File: config.mk
export PLATFORM = sky130hd
export DESIGN_NAME = acq_rec_flat
export DESIGN_NICKNAME = d
export VERILOG_FILES = /design/src/rtl/acq_pkg.sv /design/src/rtl/evn_pkg.sv /design/src/rtl/axi4_stream_if.sv /design/src/rtl/axi4_stream_reg.sv /design/src/rtl/acq_rec.sv /design/src/flat_wrapper.sv
export SDC_FILE = /design/constraint.sdc
export NUM_CORES = 1
export LEC_CHECK = 0
export CAP_MARGIN = 10
export CORE_MARGIN = 2
export CORE_UTILIZATION = 50
export CTS_BUF_LIST = sky130_fd_sc_hd__clkbuf_16
export DETAILED_ROUTE_END_ITERATION = 16
export GPL_ROUTABILITY_DRIVEN = 0
export PLACE_DENSITY = 0.85
export SYNTH_ARGS = -nofsm -noshare
export SYNTH_HDL_FRONTEND = slang
export SYNTH_SLANG_ARGS = --single-unit
File: constraint.sdc
create_clock -name ACLK -period 6.6 [get_ports ACLK]
set_input_delay 0.99 -clock ACLK [delete_from_list [all_inputs] [get_ports ACLK]]
set_output_delay 0.99 -clock ACLK [all_outputs]
set_load 0.05 [all_outputs]
File: src/rtl/acq_pkg.sv
// Shared definitions for the acquisition recorder.
package acq_pkg;

    // STP: stopped, PRE: filling pre-trigger history, ARM: waiting for trigger, PST: post-trigger capture
    typedef enum logic [1:0] {
        STP = 2'd0,
        PRE = 2'd1,
        ARM = 2'd2,
        PST = 2'd3
    } acq_state_t;

endpackage

File: src/rtl/evn_pkg.sv
// Event bundle shared by acquisition blocks: reset, start, stop and software trigger.
package evn_pkg;

    typedef struct packed {
        logic rst;
        logic str;
        logic stp;
        logic swt;
    } evn_t;

endpackage

File: src/rtl/axi4_stream_if.sv
// AXI4-Stream bundle; AN lanes of sample type DT packed into TDATA.
interface axi4_stream_if #(
    parameter int  AN = 1,
    parameter type DT = logic signed [14-1:0]
) ();

    localparam int DW = AN * $bits(DT);

    logic          TVALID;
    logic          TREADY;
    logic [DW-1:0] TDATA;
    logic [AN-1:0] TKEEP;
    logic          TLAST;

    // Handshake: a beat transfers on every ACLK edge with TVALID & TREADY high; the source keeps TVALID, TDATA, TKEEP and TLAST stable until that edge.
    modport s (output TVALID, output TDATA, output TKEEP, output TLAST, input TREADY);
    modport d (input TVALID, input TDATA, input TKEEP, input TLAST, output TREADY);

endinterface

File: src/rtl/axi4_stream_reg.sv
// One-deep stream register slice: full throughput, one cycle latency, holds under back-pressure.
module axi4_stream_reg #(
    parameter int DW = 14
) (
    input  logic          clk,
    input  logic          rst,
    input  logic          i_valid,
    output logic          o_ready,
    input  logic [DW-1:0] i_data,
    input  logic          i_last,
    output logic          o_valid,
    input  logic          i_ready,
    output logic [DW-1:0] o_data,
    output logic          o_last
);

    logic          r_valid;
    logic [DW-1:0] r_data;
    logic          r_last;

    assign o_ready = i_ready | ~r_valid;
    assign o_valid = r_valid;
    assign o_data  = r_data;
    assign o_last  = r_last;

    // Capture an accepted beat; otherwise empty the slice once the consumer has taken it.
    always_ff @(posedge clk) begin
        if (rst) begin
            r_valid <= 1'b0;
            r_data  <= '0;
            r_last  <= 1'b0;
        end else if (i_valid && o_ready) begin
            r_valid <= 1'b1;
            r_data  <= i_data;
            r_last  <= i_last;
        end else if (i_ready) begin
            r_valid <= 1'b0;
            r_last  <= 1'b0;
        end
    end

endmodule

File: src/rtl/acq_rec.sv
// Triggered acquisition recorder: forwards samples while started, counts pre/post-trigger
// beats and closes the record with TLAST after the configured post-trigger length.
module acq_rec
    import acq_pkg::*;
#(
    parameter int  AN = 1,
    parameter type DT = logic signed [14-1:0],
    parameter int  CW = 32
) (
    input  logic          ACLK,
    input  logic          ARESET,
    axi4_stream_if.d      sti,
    axi4_stream_if.s      sto,
    input  evn_pkg::evn_t evn,
    output evn_pkg::evn_t evs,
    input  logic          ctl_trg,
    input  logic          cfg_con,
    input  logic [CW-1:0] cfg_pre,
    input  logic [CW-1:0] cfg_pst,
    output logic [CW-1:0] sts_pre,
    output logic [CW-1:0] sts_pst
);

    localparam int            DW  = AN * $bits(DT);
    localparam logic [CW-1:0] ONE = {{(CW-1){1'b0}}, 1'b1};

    acq_state_t    r_state;
    logic [CW-1:0] r_pre;
    logic [CW-1:0] r_pst;

    logic          w_clr;
    logic          w_beat;
    logic          w_fwd;
    logic          w_trg;
    logic          w_acc;
    logic          w_pst_inc;
    logic [CW-1:0] w_pst_nxt;
    logic          w_last;
    logic          w_end;
    logic [CW:0]   w_pre_inc;
    logic          w_pre_done;
    logic          w_slv_ready;
    logic          w_unused;

    // The event reset behaves exactly like ARESET, output slice included.
    assign w_clr = ARESET | evn.rst;

    // While stopped the input is drained and discarded, so it never stalls upstream.
    assign sti.TREADY = (r_state == STP) | w_slv_ready;
    assign w_beat     = sti.TVALID & sti.TREADY;
    assign w_fwd      = sti.TVALID & (r_state != STP);

    // A trigger is taken in ARM, or together with a start when no pre-trigger history is needed.
    assign w_trg = evn.swt | ctl_trg;
    assign w_acc = w_trg & ~evn.stp &
                   (((r_state == ARM) & ~evn.str) |
                    ((r_state == STP) & evn.str & (cfg_pre == '0)));

    // The beat in the trigger cycle is the first post-trigger beat.
    assign w_pst_inc = w_beat & ((r_state == PST) | ((r_state == ARM) & w_acc));
    assign w_pst_nxt = (w_acc ? '0 : r_pst) + (w_pst_inc ? ONE : '0);
    assign w_end     = ~cfg_con & ((w_pst_inc & (w_pst_nxt == cfg_pst)) |
                                   (w_acc & (cfg_pst == '0)));
    assign w_last    = evn.stp | (~cfg_con & w_pst_inc & (w_pst_nxt == cfg_pst));

    // Extra bit keeps the comparison exact even when the counter sits at its ceiling.
    assign w_pre_inc  = {1'b0, r_pre} + {1'b0, ONE};
    assign w_pre_done = w_beat & (w_pre_inc >= {1'b0, cfg_pre});

    // Recorder state and its pre/post-trigger beat counters.
    always_ff @(posedge ACLK) begin
        if (w_clr) begin
            r_state <= STP;
            r_pre   <= '0;
            r_pst   <= '0;
        end else begin
            if (evn.str && !evn.stp) begin
                r_pre <= '0;
            end else if (w_beat && ((r_state == PRE) || (r_state == ARM)) && (r_pre != '1)) begin
                r_pre <= r_pre + ONE;
            end

            if (w_acc || w_pst_inc) begin
                r_pst <= w_pst_nxt;
            end

            if (evn.stp) begin
                r_state <= STP;
            end else begin
                case (r_state)
                    STP: begin
                        if (evn.str) begin
                            if (cfg_pre != '0) begin
                                r_state <= PRE;
                            end else if (w_acc) begin
                                r_state <= w_end ? STP : PST;
                            end else begin
                                r_state <= ARM;
                            end
                        end
                    end
                    PRE: begin
                        if (w_pre_done) begin
                            r_state <= ARM;
                        end
                    end
                    ARM: begin
                        if (w_acc) begin
                            r_state <= w_end ? STP : PST;
                        end
                    end
                    PST: begin
                        if (w_end) begin
                            r_state <= STP;
                        end
                    end
                    default: r_state <= STP;
                endcase
            end
        end
    end

    axi4_stream_reg #(
        .DW (DW)
    ) u_reg (
        .clk     (ACLK),
        .rst     (w_clr),
        .i_valid (w_fwd),
        .o_ready (w_slv_ready),
        .i_data  (sti.TDATA),
        .i_last  (w_last),
        .o_valid (sto.TVALID),
        .i_ready (sto.TREADY),
        .o_data  (sto.TDATA),
        .o_last  (sto.TLAST)
    );

    assign sto.TKEEP = '1;

    assign evs.rst = 1'b0;
    assign evs.str = (r_state != STP);
    assign evs.stp = (r_state == STP);
    assign evs.swt = (r_state == PST);

    assign sts_pre = r_pre;
    assign sts_pst = r_pst;

    // Input keep/last carry no meaning for a sample stream.
    assign w_unused = &{1'b0, sti.TKEEP, sti.TLAST};

endmodule

File: src/flat_wrapper.sv
// flat-port wrapper written by rule: the top's interface ports become plain ports
module acq_rec_flat import acq_pkg::*;
#(
    parameter int  AN = 1,
    parameter type DT = logic signed [14-1:0],
    parameter int  CW = 32
)
  (ACLK, ARESET, evn, evs, ctl_trg, cfg_con, cfg_pre, cfg_pst, sts_pre, sts_pst, sti_TVALID, sti_TDATA, sti_TKEEP, sti_TLAST, sti_TREADY, sto_TVALID, sto_TDATA, sto_TKEEP, sto_TLAST, sto_TREADY);
  axi4_stream_if #(.AN(AN), .DT(DT)) sti_i ();
  axi4_stream_if #(.AN(AN), .DT(DT)) sto_i ();
  input  logic ACLK;
  input  logic ARESET;
  input  evn_pkg::evn_t evn;
  output evn_pkg::evn_t evs;
  input  logic ctl_trg;
  input  logic cfg_con;
  input  logic [CW-1:0] cfg_pre;
  input  logic [CW-1:0] cfg_pst;
  output logic [CW-1:0] sts_pre;
  output logic [CW-1:0] sts_pst;
  input wire logic [$bits(sti_i.TVALID)-1:0] sti_TVALID;
  input wire logic [$bits(sti_i.TDATA)-1:0] sti_TDATA;
  input wire logic [$bits(sti_i.TKEEP)-1:0] sti_TKEEP;
  input wire logic [$bits(sti_i.TLAST)-1:0] sti_TLAST;
  output wire logic [$bits(sti_i.TREADY)-1:0] sti_TREADY;
  output wire logic [$bits(sto_i.TVALID)-1:0] sto_TVALID;
  output wire logic [$bits(sto_i.TDATA)-1:0] sto_TDATA;
  output wire logic [$bits(sto_i.TKEEP)-1:0] sto_TKEEP;
  output wire logic [$bits(sto_i.TLAST)-1:0] sto_TLAST;
  input wire logic [$bits(sto_i.TREADY)-1:0] sto_TREADY;
  assign sti_i.TVALID = sti_TVALID;
  assign sti_i.TDATA = sti_TDATA;
  assign sti_i.TKEEP = sti_TKEEP;
  assign sti_i.TLAST = sti_TLAST;
  assign sti_TREADY = sti_i.TREADY;
  assign sto_TVALID = sto_i.TVALID;
  assign sto_TDATA = sto_i.TDATA;
  assign sto_TKEEP = sto_i.TKEEP;
  assign sto_TLAST = sto_i.TLAST;
  assign sto_i.TREADY = sto_TREADY;
  acq_rec #(.AN(AN), .DT(DT), .CW(CW)) u_core (.ACLK(ACLK), .ARESET(ARESET), .sti(sti_i), .sto(sto_i), .evn(evn), .evs(evs), .ctl_trg(ctl_trg), .cfg_con(cfg_con), .cfg_pre(cfg_pre), .cfg_pst(cfg_pst), .sts_pre(sts_pre), .sts_pst(sts_pst));
endmodule
==> out/results.md, run 1 <==
| Step | Parameter | This run |
| --- | --- | --- |
| worst setup path | CP Launch Type | input port |
| cts | Bufs on Longest Clock Path | 2 |
| final layout | Fraction of final layout cells sized beyond drive strength 1 | 4.17% |
| floorplanning | Die span in x | 119 um |
| logic synthesis | Share of the yosys chip area belonging to registers | 24.7% |
| min path | Min-Delay Path Class | flip-flop to flip-flop |
| power | Clock network fraction of design power | 43.7% |
| worst setup path | Kind of end point of the critical path | flip-flop |
| sta | Worst clock skew | 0.0141 ns |
| worst setup path | Arrival time of the worst setup path | 6.22 ns |
| cts | Root Driver | sky130_fd_sc_hd__clkbuf_16 |
| sta | Slew @ Worst Pin | 1.05 ns |
| logic synthesis | Syn_nets | 1,008 |
| cts | Clock Sinks | 82 |
| detailed routing | Via-to-Cell Ratio | 5.75 |
| detailed routing | Starting DRC count in detailed routing | 563 |
| grt | All-Layer GR Usage | 27.4% |
| power | Switching part of the total | 27.0% |
| logic synthesis | Synth warn | 0 |
| final layout | Layout overhead on the synthesized area | 31.5% |
| detailed routing | Mean routed wirelength per cell | 16.2 um |
| detailed routing | DRC violation count after routing | 0 |
| grt | Met2 track demand over resource | 43.9% |
| grt | Via count of the first global-routing pass | 6,574 |
| placed design | Pre-CTS setup slack | 0.345 ns |
| worst setup path | Launching point of the worst reg2reg path | u_core.r_state[0]$_SDFFE_PP0P_ |
| grt | Number of antenna violations at the first check in global routing | 0 |
| min path | Cell depth of the worst hold path | 2 |
| sta | Final slew viol count | 0 |
| detailed routing | Vias post-DR | 6,943 |
| floorplanning | Die Y-Extent | 119 um |
| worst setup path | Number of buffer and inverter instances along the worst setup path | 2 |
| logic synthesis | Ys flop type | sky130_fd_sc_hd__dfxtp_1 |
| cts | Max H-tree Level | 3 |
| cts | TritonCTS clock tree | yes |
| worst setup path | Critical path depth in cells | 18 |
| logic synthesis | #FFs+latches synth | 82 |
| detailed routing | Wire length reported by the detailed router | 19,600 um |
| sta | Post-route worst setup slack | 0.631 ns |
| worst setup path | Critical path origin | cfg_pre[13] |
| sta | Final period utilization | 90.4% |
| logic synthesis | Fraction of post-synthesis cell area in the top cell type by area | 24.7% |
| sta | Hold_ws | 0.453 ns |
| cts | Number of post-CTS setup repair buffers | 0 |
| worst setup path | Largest delay share family, worst path | simple AND/OR/NAND/NOR gates |
| floorplanning | Core region area | 13,100 um^2 |
| run status | Run status | finished clean |
| sta | Worst slew margin relative to its limit | 29.0% |
| grt | Maximum number of pins on one net before global-route repair | 33 |
| worst setup path | End point of the critical path | u_core.r_state[0]$_SDFFE_PP0P_ |
| cts | Reg clk slew, reported paths | 0.07 ns |
| grt | Global Route met3 Usage | 7.23% |
| detailed routing | Count of antenna-violating nets left after detailed routing | 0 |
| cts | Post-cts repair resize count | 0 |
| worst setup path | Required time of the critical path | 6.85 ns |
| final layout | Util after Layout | 66.7% |
| floorplanning | # IOs | 176 |
| power | Total net switching power | 0.308 mW |
| worst setup path | Slowest stage cell on the critical path | sky130_fd_sc_hd__or4_1 |
| logic synthesis | Number of flops mapped to enable cells by yosys | 0 |
| final layout | Diodes inserted | 0 |
| logic synthesis | Async S/R FF share, synth | 0% |
| logic synthesis | Top cells by area, synth | sky130_fd_sc_hd__dfxtp_1 25%, sky130_fd_sc_hd__xor2_1 8.6%, sky130_fd_sc_hd__ha_1 7.5% |
| grt | Gr ovfl total | 0 |
| power | Relative contribution of combinational cells to total power | 12.7% |
| placed design | I/O Buffers | 171 |
| worst setup path | Slack of the worst reg-to-reg path | 1.49 ns |
| logic synthesis | Average instance area after synthesis | 7.57 um^2 |
| detailed routing | TritonRoute pass-1 iters | 6 |
| floorplanning | DIE AREA | 14,200 um^2 |
| cts | Num CTS Buffers | 9 |
| floorplanning | Initial Util | 50.8% |
| grt | Met1 Resource Use GR | 35.4% |
| logic synthesis | Most frequent cells after synthesis | 109 x sky130_fd_sc_hd__nand2_1, 85 x sky130_fd_sc_hd__nor2_1, 82 x sky130_fd_sc_hd__dfxtp_1 |
| sta | Final hold violation count | 0 |
| power | IR Drop Worst-Case VDD | 0.104 mV |
| logic synthesis | Top-count cell post-synth | sky130_fd_sc_hd__nand2_1 |
| power | Internal power component | 0.831 mW |
| cts | Worst skew pair latency | 0.36 ns |
| sta | Time the final worst path needs with I/O delays and setup | 5.97 ns |
| sta | Final setup vio count | 0 |
| flow run | Max_cap viols | 0 |
| power | Reg power frac | 43.6% |
| logic synthesis | Biggest area consumer among synthesized cells | sky130_fd_sc_hd__dfxtp_1 |
| worst setup path | Critical path class | input port to flip-flop |
| sta | Sum of negative setup slack | 0 ns |
| grt | Wire length of the first global-routing pass | 31,800 um |
| worst setup path | Cells along the critical path | clkdlybuf4s50_1 > nor4_1 > nand4_1 > nor2_1 > a41oi_1 > inv_2 > ha_1 > ha_1 > and4_1 > nand3_1 > or4_1 > a211oi_1 > xnor2_1 > nand4_1 > and4b_1 > nor4b_4 > o21ai_0 > o221a_1 |
| logic synthesis | Unique masters post-synth | 77 |
| sta | Maximum clock frequency | 168 MHz |
| placed design | Final HPWL from detailed placement | 14,800 um |
| logic synthesis | Post-synthesis instance area | 6640 um^2 |
| final layout | Nets | 1,157 |
| sta | Unrepaired setup endpoints after global routing | no |
| floorplanning | Number of placement rows | 42 |
| logic synthesis | Number of instances in the synthesized netlist | 878 |
| grt | Global routing's busiest layer | met2 |
| worst setup path | Delay of the slowest cell on the worst path | 0.49 ns |
| worst setup path | Maximum fanout encountered on the critical timing path | 9 |
| power | Pwr/cell area | 130 nW/um^2 |
| worst setup path | Worst flop-to-flop path endpoint | u_core.r_state[0]$_SDFFE_PP0P_ |
| power | Static leakage power | 3.20 nW |
| cts | Total of hold buffers inserted after clock tree synthesis | 0 |
| worst setup path | Cells on worst reg2reg path | 19 |
-- through the flow --
step / std cells / total power [mW] / cell area (um^2)
after global placement: 1192 / 0.648 / 8440
after detailed placement: 1192 / 0.650 / 8440
after CTS: 1208 / 1.14 / 8730
final: 1208 / 1.14 / 8730
after floorplan: 878 / 0.570 / 6640
after global routing: 1208 / 1.18 / 8730
-- flip-flops by register name (all words and copies together), names as in the netlist --
| name | flops |
|---|---|
| u_core.u_reg.o_last | 1 |
| u_core.sts_pre | 32 |
| u_core.r_state | 2 |
| u_core.sts_pst | 32 |
| u_core.u_reg.o_data | 14 |
| u_core.u_reg.o_valid | 1 |
-- logic make-up after synthesis --
kind of cell,count (synthesis),synth area share [%]
XOR/XNOR,114,15.5
buffers and inverters,82,5.18
multiplexers,5,0.772
adder cells (fa/ha/maj),40,7.53
other,2,0.113
AO/OA/AOI/OAI,154,14.5
AND/OR/NAND/NOR,399,31.7
flip-flops,82,24.7
-- tightest hold or removal path, delay by kind of cell, from the launching register on --
family | cells | cell delay, ns
DFF | 1 | 0.31
and+or+nand+nor | 1 | 0.05
AOI/OAI and AO/OA | 1 | 0.05
-- per-layer routing --
layer | vias up | wire [um]
met5 | - | 0
met4 | 0 | 434
met3 | 35 | 1890
met2 | 332 | 8840
met1 | 3164 | 8430
li1 | 3412 | -
-- cell usage in the layout, fill, tap and decap left out, types with 8 or more instances in the layout --
cell and n:
sky130_fd_sc_hd__nor4_1 21, sky130_fd_sc_hd__o21ai_0 41, sky130_fd_sc_hd__dfxtp_1 82, sky130_fd_sc_hd__and4_1 8
sky130_fd_sc_hd__inv_1 41, sky130_fd_sc_hd__nand3_1 38, sky130_fd_sc_hd__xor2_1 65, sky130_fd_sc_hd__or3_1 21
sky130_fd_sc_hd__nand2_1 109, sky130_fd_sc_hd__clkdlybuf4s50_1 171, sky130_fd_sc_hd__nor3_1 16, sky130_fd_sc_hd__a21oi_1 52
sky130_fd_sc_hd__nand4_1 33, sky130_fd_sc_hd__xnor2_1 47, sky130_fd_sc_hd__nand2b_1 10, sky130_fd_sc_hd__clkbuf_16 9
sky130_fd_sc_hd__nor2_1 85, sky130_fd_sc_hd__and3_1 13, sky130_fd_sc_hd__ha_1 40
-- final cells by class --
class	count	area, um^2
clock buffer	9	225
tap	176	220
clock inverter	7	62.6
fill	1088	4350
multi-input combinational	714	4660
timing repair buffer	178	1760
sequential	82	1640
inverter	42	158
-- power groups by stage --
stage          Clock (mW)  Sequential (mW)  Combinational, mW
2_1_floorplan           0            0.511             0.0584
3_3_place_gp            0            0.508              0.140
3_5_place_dp            0            0.508              0.141
4_1_cts             0.505            0.497              0.143
5_1_grt             0.526            0.497              0.156
6_report            0.497            0.497              0.144
-- worst min path at each step --
stage | slack (ns) | endpoint | start
after floorplan | 0.56 | u_core.r_state[0]$_SDFFE_PP0P_ | u_core.r_state[0]$_SDFFE_PP0P_
after global placement | 0.44 | u_core.u_reg.o_data[0]$_SDFFE_PP0P_ | u_core.u_reg.o_data[0]$_SDFFE_PP0P_
after detailed placement | 0.45 | u_core.u_reg.o_data[13]$_SDFFE_PP0P_ | u_core.u_reg.o_data[13]$_SDFFE_PP0P_
after CTS | 0.46 | u_core.u_reg.o_data[13]$_SDFFE_PP0P_ | u_core.u_reg.o_data[13]$_SDFFE_PP0P_
after global routing | 0.48 | u_core.u_reg.o_data[13]$_SDFFE_PP0P_ | u_core.u_reg.o_data[13]$_SDFFE_PP0P_
final | 0.45 | u_core.u_reg.o_data[4]$_SDFFE_PP0P_ | u_core.u_reg.o_data[4]$_SDFFE_PP0P_
No activity file was read; power rests on OpenSTA's default activity.
==> run 2, diff against run 1 <==
--- a/config.mk
+++ b/config.mk
@@ -5,13 +5,16 @@
 export SDC_FILE = /design/constraint.sdc
 export NUM_CORES = 1
 export LEC_CHECK = 0
+export ABC_AREA = 1
 export CAP_MARGIN = 10
 export CORE_MARGIN = 2
-export CORE_UTILIZATION = 50
+export CORE_UTILIZATION = 51
 export CTS_BUF_LIST = sky130_fd_sc_hd__clkbuf_16
 export DETAILED_ROUTE_END_ITERATION = 16
 export GPL_ROUTABILITY_DRIVEN = 0
 export PLACE_DENSITY = 0.85
+export SLEW_MARGIN = 40
 export SYNTH_ARGS = -nofsm -noshare
 export SYNTH_HDL_FRONTEND = slang
+export SYNTH_HIERARCHICAL = 1
 export SYNTH_SLANG_ARGS = --single-unit
==> run 2 against run 1 <==
Flip-flop and latch count unchanged. Sequential power up 2%. Register-to-register slack improved by 0.35 ns. Total power up 10%. Clock power is 5.6% higher. Die area is 5.7% higher. Core utilization increased by 0.16 points. Hold slack improved by 0.033 ns. Cell count rose by 26%. Clock skew down 0.0067 ns. Global-route usage grew 1.3 points. Clock-buffer cell count did not move. Critical path type unchanged. Largest power group is now clock.
==> out/results.md, run 2 <==
| Step | Parameter | This run | vs previous |
| --- | --- | --- | --- |
| run status | Run status | finished clean |  |
| logic synthesis | Multiplexer share of the synthesized area | 0% | -0.77 points |
| floorplanning | Initial Util | 51.9% | +1.1 points |
| grt | Gr ovfl total | 0 | unchanged |
| sta | Hold_ws | 0.486 ns | +0.0332 ns |
| worst setup path | Kind of end point of the critical path | flip-flop |  |
| worst setup path | Maximum fanout encountered on the critical timing path | 56 | +47 |
| worst setup path | Critical path class | input port to flip-flop |  |
| floorplanning | Die Y-Extent | 123 um | +2.8% |
| logic synthesis | Unique masters post-synth | 47 | -39% |
| detailed routing | Mean routed wirelength per cell | 14.3 um | -12% |
| sta | Sum of negative setup slack | 0 ns | unchanged |
| logic synthesis | Largest family of logic cells by synthesized area | simple AND/OR/NAND/NOR gates |  |
| detailed routing | TritonRoute pass-1 iters | 6 | unchanged |
| worst setup path | Delay of the slowest cell on the worst path | 0.51 ns | +0.02 ns |
| logic synthesis | Post-synthesis instance area | 7180 um^2 | +8.1% |
| placed design | Pre-CTS setup slack | 1.05 ns | +0.708 ns |
| flow run | Max_cap viols | 0 | unchanged |
| sta | Final slew viol count | 0 | unchanged |
| sta | Time the final worst path needs with I/O delays and setup | 5.24 ns | -0.734 ns |
| cts | Bufs on Longest Clock Path | 2 | unchanged |
| logic synthesis | Number of instances in the synthesized netlist | 1,179 | +34% |
| cts | TritonCTS clock tree | yes |  |
| logic synthesis | Share of the yosys chip area belonging to registers | 22.9% | -1.8 points |
| final layout | Most common library cell in the layout ignoring fill and taps | sky130_fd_sc_hd__nand2_1 |  |
| detailed routing | Starting DRC count in detailed routing | 703 | +25% |
| sta | Worst clock skew | 0.00735 ns | -0.00673 ns |
| min path | Min-Delay Path Class | flip-flop to flip-flop |  |
| logic synthesis | Most frequent cells after synthesis | 279 x sky130_fd_sc_hd__nand2_1, 207 x sky130_fd_sc_hd__inv_1, 147 x sky130_fd_sc_hd__nor2_1 |  |
| final layout | Commonest cells after routing, fill and taps aside | 279 x sky130_fd_sc_hd__nand2_1, 206 x sky130_fd_sc_hd__inv_1, 171 x sky130_fd_sc_hd__clkdlybuf4s50_1, 145 x sky130_fd_sc_hd__nor2_1, 117 x sky130_fd_sc_hd__nand3_1 |  |
| placed design | I/O Buffers | 171 | unchanged |
| logic synthesis | Area share of fa/ha/maj cells after synthesis | 6.97% | -0.56 points |
| cts | Total of hold buffers inserted after clock tree synthesis | 0 | unchanged |
| logic synthesis | Synth warn | 6 | +6 |
| detailed routing | DRC violation count after routing | 0 | unchanged |
| worst setup path | Slowest stage cell on the critical path | sky130_fd_sc_hd__buf_4 |  |
| sta | Unrepaired setup endpoints after global routing | no |  |
| final layout | Fraction of final layout cells sized beyond drive strength 1 | 5.46% | +1.3 points |
| sta | Maximum clock frequency | 191 MHz | +14% |
| logic synthesis | Number of flops mapped to enable cells by yosys | 0 | unchanged |
| placed design | Final HPWL from detailed placement | 16,400 um | +11% |
| cts | Clock Sinks | 82 | unchanged |
| cts | Worst skew pair latency | 0.35 ns | about the same |
| logic synthesis | Fraction of post-synthesis cell area in the top cell type by area | 22.9% | -1.8 points |
| logic synthesis | #FFs+latches synth | 82 | unchanged |
| logic synthesis | Top cells by area, synth | sky130_fd_sc_hd__dfxtp_1 23%, sky130_fd_sc_hd__nand2_1 15%, sky130_fd_sc_hd__inv_1 11% |  |
| final layout | Util after Layout | 66.9% | +0.16 points |
| detailed routing | Count of antenna-violating nets left after detailed routing | 0 | unchanged |
| detailed routing | Wire length reported by the detailed router | 21,600 um | +10% |
| detailed routing | Via-to-Cell Ratio | 5.33 | -7.2% |
| logic synthesis | Average instance area after synthesis | 6.09 um^2 | -20% |
| worst setup path | Required time of the critical path | 6.84 ns | about the same |
| detailed routing | Vias post-DR | 8,096 | +17% |
| logic synthesis | Async S/R FF share, synth | 0% | unchanged |
| power | Static leakage power | 4.40 nW | +37% |
| grt | Maximum number of pins on one net before global-route repair | 57 | +73% |
| floorplanning | Number of placement rows | 43 | +2.4% |
| logic synthesis | Biggest area consumer among synthesized cells | sky130_fd_sc_hd__dfxtp_1 |  |
| cts | Number of post-CTS setup repair buffers | 0 | unchanged |
| sta | Final period utilization | 79.3% | -11 points |
| power | IR Drop Worst-Case VDD | 0.127 mV | +22% |
| sta | Worst slew margin relative to its limit | 50.3% | +21 points |
| cts | Root Driver | sky130_fd_sc_hd__clkbuf_16 |  |
| sta | Final setup vio count | 0 | unchanged |
| cts | Num CTS Buffers | 9 | unchanged |
| logic synthesis | Basic-gate share of the synthesized area counting and, or, nand and nor cells | 40.8% | +9.1 points |
| floorplanning | Core region area | 13,800 um^2 | +5.7% |
| worst setup path | CP Launch Type | input port |  |
| final layout | Diodes inserted | 0 | unchanged |
| floorplanning | Die span in x | 123 um | +2.8% |
| sta | Slew @ Worst Pin | 0.745 ns | -0.309 ns |
| final layout | Layout overhead on the synthesized area | 28.8% |  |
| worst setup path | Critical Path Most Common Cell | sky130_fd_sc_hd__nand2_1 |  |
| grt | Number of antenna violations at the first check in global routing | 0 | unchanged |
| logic synthesis | Syn_nets | 1,309 | +30% |
| sta | Final hold violation count | 0 | unchanged |
| cts | Post-cts repair resize count | 0 | unchanged |
| grt | All-Layer GR Usage | 28.6% | +1.3 points |
| logic synthesis | Top-count cell post-synth | sky130_fd_sc_hd__nand2_1 |  |
| grt | Via count of the first global-routing pass | 7,353 | +12% |
| sta | Post-route worst setup slack | 1.36 ns | +0.734 ns |
| cts | Reg clk slew, reported paths | 0.07 ns | about the same |
| final layout | Nets | 1,463 | +26% |
| grt | Wire length of the first global-routing pass | 34,100 um | +7.3% |
| logic synthesis | Fraction of the mapped netlist area in compound gates | 11.4% | -3.1 points |
| logic synthesis | Fraction of synthesized cell area in xor and xnor cells | 3.97% | -11 points |
| logic synthesis | Ys flop type | sky130_fd_sc_hd__dfxtp_1 |  |
| power | Pwr/cell area | 135 nW/um^2 | +3.9% |
| worst setup path | Arrival time of the worst setup path | 5.48 ns | -0.74 ns |
| floorplanning | # IOs | 176 | unchanged |
| floorplanning | DIE AREA | 15,000 um^2 | +5.7% |
| cts | Max H-tree Level | 3 | unchanged |
-- run 2: cell count changes in the layout (fill, tap and decap cells not counted), moves of 21 or more --
cell / change
sky130_fd_sc_hd__nor2_1: +60
sky130_fd_sc_hd__or3_1: -21
sky130_fd_sc_hd__nand3_1: +79
sky130_fd_sc_hd__xnor2_1: -41
sky130_fd_sc_hd__nand2_1: +170
sky130_fd_sc_hd__xor2_1: -41
sky130_fd_sc_hd__inv_1: +165
-- run 2: metal layers --
layer  wire length (um)  vias up  global-route usage, %
met4                891        0                   15.2
met5                  0        -                      0
met1               8800     3591                   34.5
li1                   -     4081                      -
met3               1630       64                   3.81
met2              10300      360                   49.3
-- run 2: through the flow --
| stage | total power [mW] | area [um^2] | cells |
|---|---|---|---|
| 2_1_floorplan | 0.640 | 7180 | 1179 |
| 3_5_place_dp | 0.735 | 8950 | 1502 |
| 6_report | 1.25 | 9250 | 1518 |
| 3_3_place_gp | 0.732 | 8940 | 1502 |
| 4_1_cts | 1.26 | 9250 | 1518 |
| 5_1_grt | 1.30 | 9250 | 1518 |
-- run 2: cell families after synthesis --
group / count (synthesis)
other cells: 2
xor+xnor: 31
compound gates: 145
fa+ha+maj: 40
simple gates: 638
flops: 82
buf+inv: 241
-- run 2: path summary, 6_finish.rpt --
path	from	cells after the start	endpoint	slack, ns
setup reg to reg	u_core/sts_pre[2]$_SDFFE_PP0P_	26	u_core/r_state[1]$_SDFFE_PP0P_	1.84
setup / recovery	cfg_pre[16]	29	u_core/r_state[0]$_SDFFE_PP0P_	1.36
hold reg to reg	u_core/sts_pst[31]$_SDFFE_PP0P_	2	u_core/sts_pst[31]$_SDFFE_PP0P_	0.49
hold / removal	u_core/sts_pst[31]$_SDFFE_PP0P_	2	u_core/sts_pst[31]$_SDFFE_PP0P_	0.49
-- run 2: area by class of cell --
type	count	area (um^2)
Fill cell	1239	4580
Clock buffer	9	225
Clock inverter	7	76.3
Inverter	208	781
Timing Repair Buffer	176	1750
Multi-Input combinational cell	856	4550
Sequential cell	82	1640
Tap cell	180	225
-- run 2: power by group --
part,internal (mW),switching [mW]
registers,0.501,0.00748
logic,0.0951,0.124
clock network,0.296,0.229
-- run 2: critical path, delay by kind of cell --
family,cells,cell delay [ns]
and+or+nand+nor,23,2.53
adders and majority gates,2,0.41
buffers and inverters,3,1.40
AOI/OAI and AO/OA,1,0.14
==> run 3, diff against run 2 <==
--- a/config.mk
+++ b/config.mk
@@ -8,11 +8,11 @@
 export ABC_AREA = 1
 export CAP_MARGIN = 10
 export CORE_MARGIN = 2
-export CORE_UTILIZATION = 51
+export CORE_UTILIZATION = 46
 export CTS_BUF_LIST = sky130_fd_sc_hd__clkbuf_16
 export DETAILED_ROUTE_END_ITERATION = 16
 export GPL_ROUTABILITY_DRIVEN = 0
-export PLACE_DENSITY = 0.85
+export PLACE_DENSITY = 0.81
 export SLEW_MARGIN = 40
 export SYNTH_ARGS = -nofsm -noshare
 export SYNTH_HDL_FRONTEND = slang
==> constraint.sdc (replaced) <==
create_clock -name ACLK -period 4.8 [get_ports ACLK]
set_input_delay 0.72 -clock ACLK [delete_from_list [all_inputs] [get_ports ACLK]]
set_output_delay 0.72 -clock ACLK [all_outputs]
set_load 0.05 [all_outputs]
==> run 3 against run 2 <==
Global-route usage shrank 2.6 points. Worst setup slack got worse by 0.98 ns. Core utilization decreased by 5.3 points. Clock-buffer cell count is the same. Final area increased by 1.3%. First-iteration DRC count increased by 0.85%. Hold slack got worse by 0.0057 ns. Sequential share of layout area decreased by 0.21 points. Critical path type is now flip-flop to flip-flop. Largest cell class unchanged.
==> out/results.md, run 3 (synthesized netlist as in run 2, its figures left out) <==
| Step | Parameter | This run | vs previous |
| --- | --- | --- | --- |
| placed design | Number of cells after detailed placement | 1,518 | +1.1% |
| final layout | Final standard cell area without fillers | 9370 um^2 | +1.3% |
| power | Reg power frac | 39.6% | -1.0 points |
| grt | Wire length of the first global-routing pass | 34,400 um | +0.73% |
| power | Internal power component | 1.28 mW | +43% |
| power | Pwr/cell area | 188 nW/um^2 | +39% |
| detailed routing | Via-to-Cell Ratio | 5.33 | about the same |
| cts | Bufs on Longest Clock Path | 2 | unchanged |
| placed design | Pre-CTS setup slack | 0.155 ns | -0.898 ns |
| worst setup path | Critical path class | flip-flop to flip-flop |  |
| worst setup path | Launching point of the worst reg2reg path | u_core/sts_pre[0]$_SDFFE_PP0P_ |  |
| power | Static leakage power | 4.47 nW | +1.6% |
| final layout | Most common library cell in the layout ignoring fill and taps | sky130_fd_sc_hd__nand2_1 |  |
| detailed routing | Starting DRC count in detailed routing | 709 | +0.85% |
| detailed routing | TritonRoute pass-1 iters | 6 | unchanged |
| final layout | Commonest cells after routing, fill and taps aside | 279 x sky130_fd_sc_hd__nand2_1, 206 x sky130_fd_sc_hd__inv_1, 171 x sky130_fd_sc_hd__clkdlybuf4s50_1, 144 x sky130_fd_sc_hd__nor2_1, 117 x sky130_fd_sc_hd__nand3_1 |  |
| grt | Number of antenna violations at the first check in global routing | 0 | unchanged |
| placed design | Standard cell area after detailed placement | 9020 um^2 | +0.78% |
| power | Clock network fraction of design power | 43.2% | +1.3 points |
| run status | Run status | finished clean |  |
| sta | Final slew viol count | 0 | unchanged |
| detailed routing | DRC violation count after routing | 0 | unchanged |
| detailed routing | Wire length reported by the detailed router | 22,200 um | +2.7% |
| floorplanning | Core region area | 15,200 um^2 | +9.9% |
| sta | Time the final worst path needs with I/O delays and setup | 4.42 ns |  |
| cts | Root Driver | sky130_fd_sc_hd__clkbuf_16 |  |
| sta | Hold_ws | 0.481 ns | -0.00566 ns |
| worst setup path | Arrival time of the worst setup path | 4.67 ns | -0.81 ns |
| floorplanning | DIE AREA | 16,600 um^2 | +11% |
| worst setup path | Kind of end point of the critical path | flip-flop |  |
| worst setup path | Critical path origin | u_core/sts_pre[0]$_SDFFE_PP0P_ |  |
| worst setup path | Slowest stage cell on the critical path | sky130_fd_sc_hd__or4_1 |  |
| cts | Worst skew pair latency | 0.35 ns | about the same |
| floorplanning | Die span in x | 129 um | +5.1% |
| placed design | I/O Buffers | 171 | unchanged |
| detailed routing | Count of antenna-violating nets left after detailed routing | 0 | unchanged |
| grt | All-Layer GR Usage | 26.0% | -2.6 points |
| cts | Reg clk slew, reported paths | 0.06 ns | about the same |
| placed design | Final HPWL from detailed placement | 17,000 um | +3.7% |
| worst setup path | Delay of the slowest cell on the worst path | 0.45 ns | -0.06 ns |
| grt | Via count of the first global-routing pass | 7,317 | -0.49% |
| sta | Final setup vio count | 0 | unchanged |
| min path | Hold_sp | u_core/sts_pst[31]$_SDFFE_PP0P_ |  |
| final layout | Layout overhead on the synthesized area | 30.5% |  |
| floorplanning | Die Y-Extent | 129 um | +5.1% |
| power | Total net switching power | 0.489 mW | +36% |
| sta | Final period utilization | 92.0% |  |
| power | Switching part of the total | 27.7% | -1.1 points |
| power | Relative contribution of combinational cells to total power | 17.2% | -0.3 points |
| worst setup path | Slack of the worst reg-to-reg path | 0.38 ns | -1.46 ns |
| detailed routing | Vias post-DR | 8,188 | +1.1% |
| grt | Maximum number of pins on one net before global-route repair | 42 | -26% |
| cts | TritonCTS clock tree | yes |  |
| final layout | Fin cells | 1,535 | +1.1% |
| final layout | Nets | 1,472 | +0.62% |
| grt | Gr ovfl total | 0 | unchanged |
| cts | Max H-tree Level | 3 | unchanged |
| worst setup path | CP Launch Type | flip-flop |  |
| sta | Worst slew margin relative to its limit | 50.4% | +0.15 points |
| flow run | Max_cap viols | 0 | unchanged |
| floorplanning | Initial Util | 47.2% | -4.7 points |
| final layout | Fraction of final layout cells sized beyond drive strength 1 | 6.31% | +0.85 points |
| sta | Maximum clock frequency | 226 MHz |  |
| final layout | Diodes inserted | 0 | unchanged |
| floorplanning | # IOs | 176 | unchanged |
| floorplanning | Number of placement rows | 45 | +4.7% |
| sta | Final hold violation count | 0 | unchanged |
| min path | Min-Delay Path Class | flip-flop to flip-flop |  |
| cts | Clock Sinks | 82 | unchanged |
| cts | Num CTS Buffers | 9 | unchanged |
| sta | Post-route worst setup slack | 0.384 ns | -0.980 ns |
| detailed routing | Mean routed wirelength per cell | 14.5 um | +1.6% |
| sta | Worst clock skew | 0.00627 ns | -0.00108 ns |
| power | IR Drop Worst-Case VDD | 0.170 mV | +34% |
| sta | Sum of negative setup slack | 0 ns | unchanged |
| sta | Slew @ Worst Pin | 0.743 ns | -0.00218 ns |
| worst setup path | Required time of the critical path | 5.05 ns | -1.79 ns |
| sta | Unrepaired setup endpoints after global routing | no |  |
| worst setup path | Maximum fanout encountered on the critical timing path | 5 | -91% |
==> run 3: through the flow <==
stage	power, mW	utilization (%)
2_1_floorplan	0.880	-
5_1_grt	1.83	61.6
3_3_place_gp	1.01	59.3
3_5_place_dp	1.01	59.3
4_1_cts	1.78	61.4
6_report	1.77	61.6
==> run 3: repair_timing <==
| item | CTS | global route |
|---|---|---|
| resized for setup | 0 | 5 |
| hold buffers | 0 | 0 |
| setup buffers | 0 | 1 |
| setup endpoints to repair | 0 | 2 |
==> run 3: metal layers <==
| layer | track usage [%] | share of wire [%] | vias up |
|---|---|---|---|
| li1 | - | - | 4096 |
| met1 | 31.1 | 41 | 3705 |
| met2 | 44.6 | 48 | 331 |
| met3 | 4.20 | 7.2 | 56 |
| met4 | 14.1 | 4.1 | 0 |
| met5 | 0 | 0 | - |
==> run 3: layout make-up <==
class                           instances  area [um^2]
Inverter                              208          781
Tap cell                              188          235
Sequential cell                        82         1640
Clock inverter                          7         93.8
Multi-Input combinational cell        856         4570
Clock buffer                            9          225
Fill cell                            1418         5830
Timing Repair Buffer                  185         1820
==> run 3: power by group through the flow <==
stage               Combinational, mW  Clock, mW  Sequential (mW)
floorplan                       0.139          0            0.741
global placement                0.294          0            0.714
detailed placement              0.298          0            0.714
CTS                             0.301      0.776            0.699
global route                    0.329      0.801            0.700
finish                          0.303      0.763            0.699
==> run 3: final timing paths <==
check,endpoint,depth (start not counted)
min,u_core/sts_pst[31]$_SDFFE_PP0P_,2
max,u_core/r_state[1]$_SDFFE_PP0P_,26
min reg2reg,u_core/sts_pst[31]$_SDFFE_PP0P_,2
max reg2reg,u_core/r_state[1]$_SDFFE_PP0P_,26
==> run 3: critical path: cells and delay by family (launching register included) <==
family / cells / cell delay (ns)
compound gates: 1 / 0.16
buf+inv: 4 / 0.29
fa+ha+maj: 1 / 0.29
xor+xnor: 1 / 0.20
simple gates: 19 / 2.97
flops: 1 / 0.42
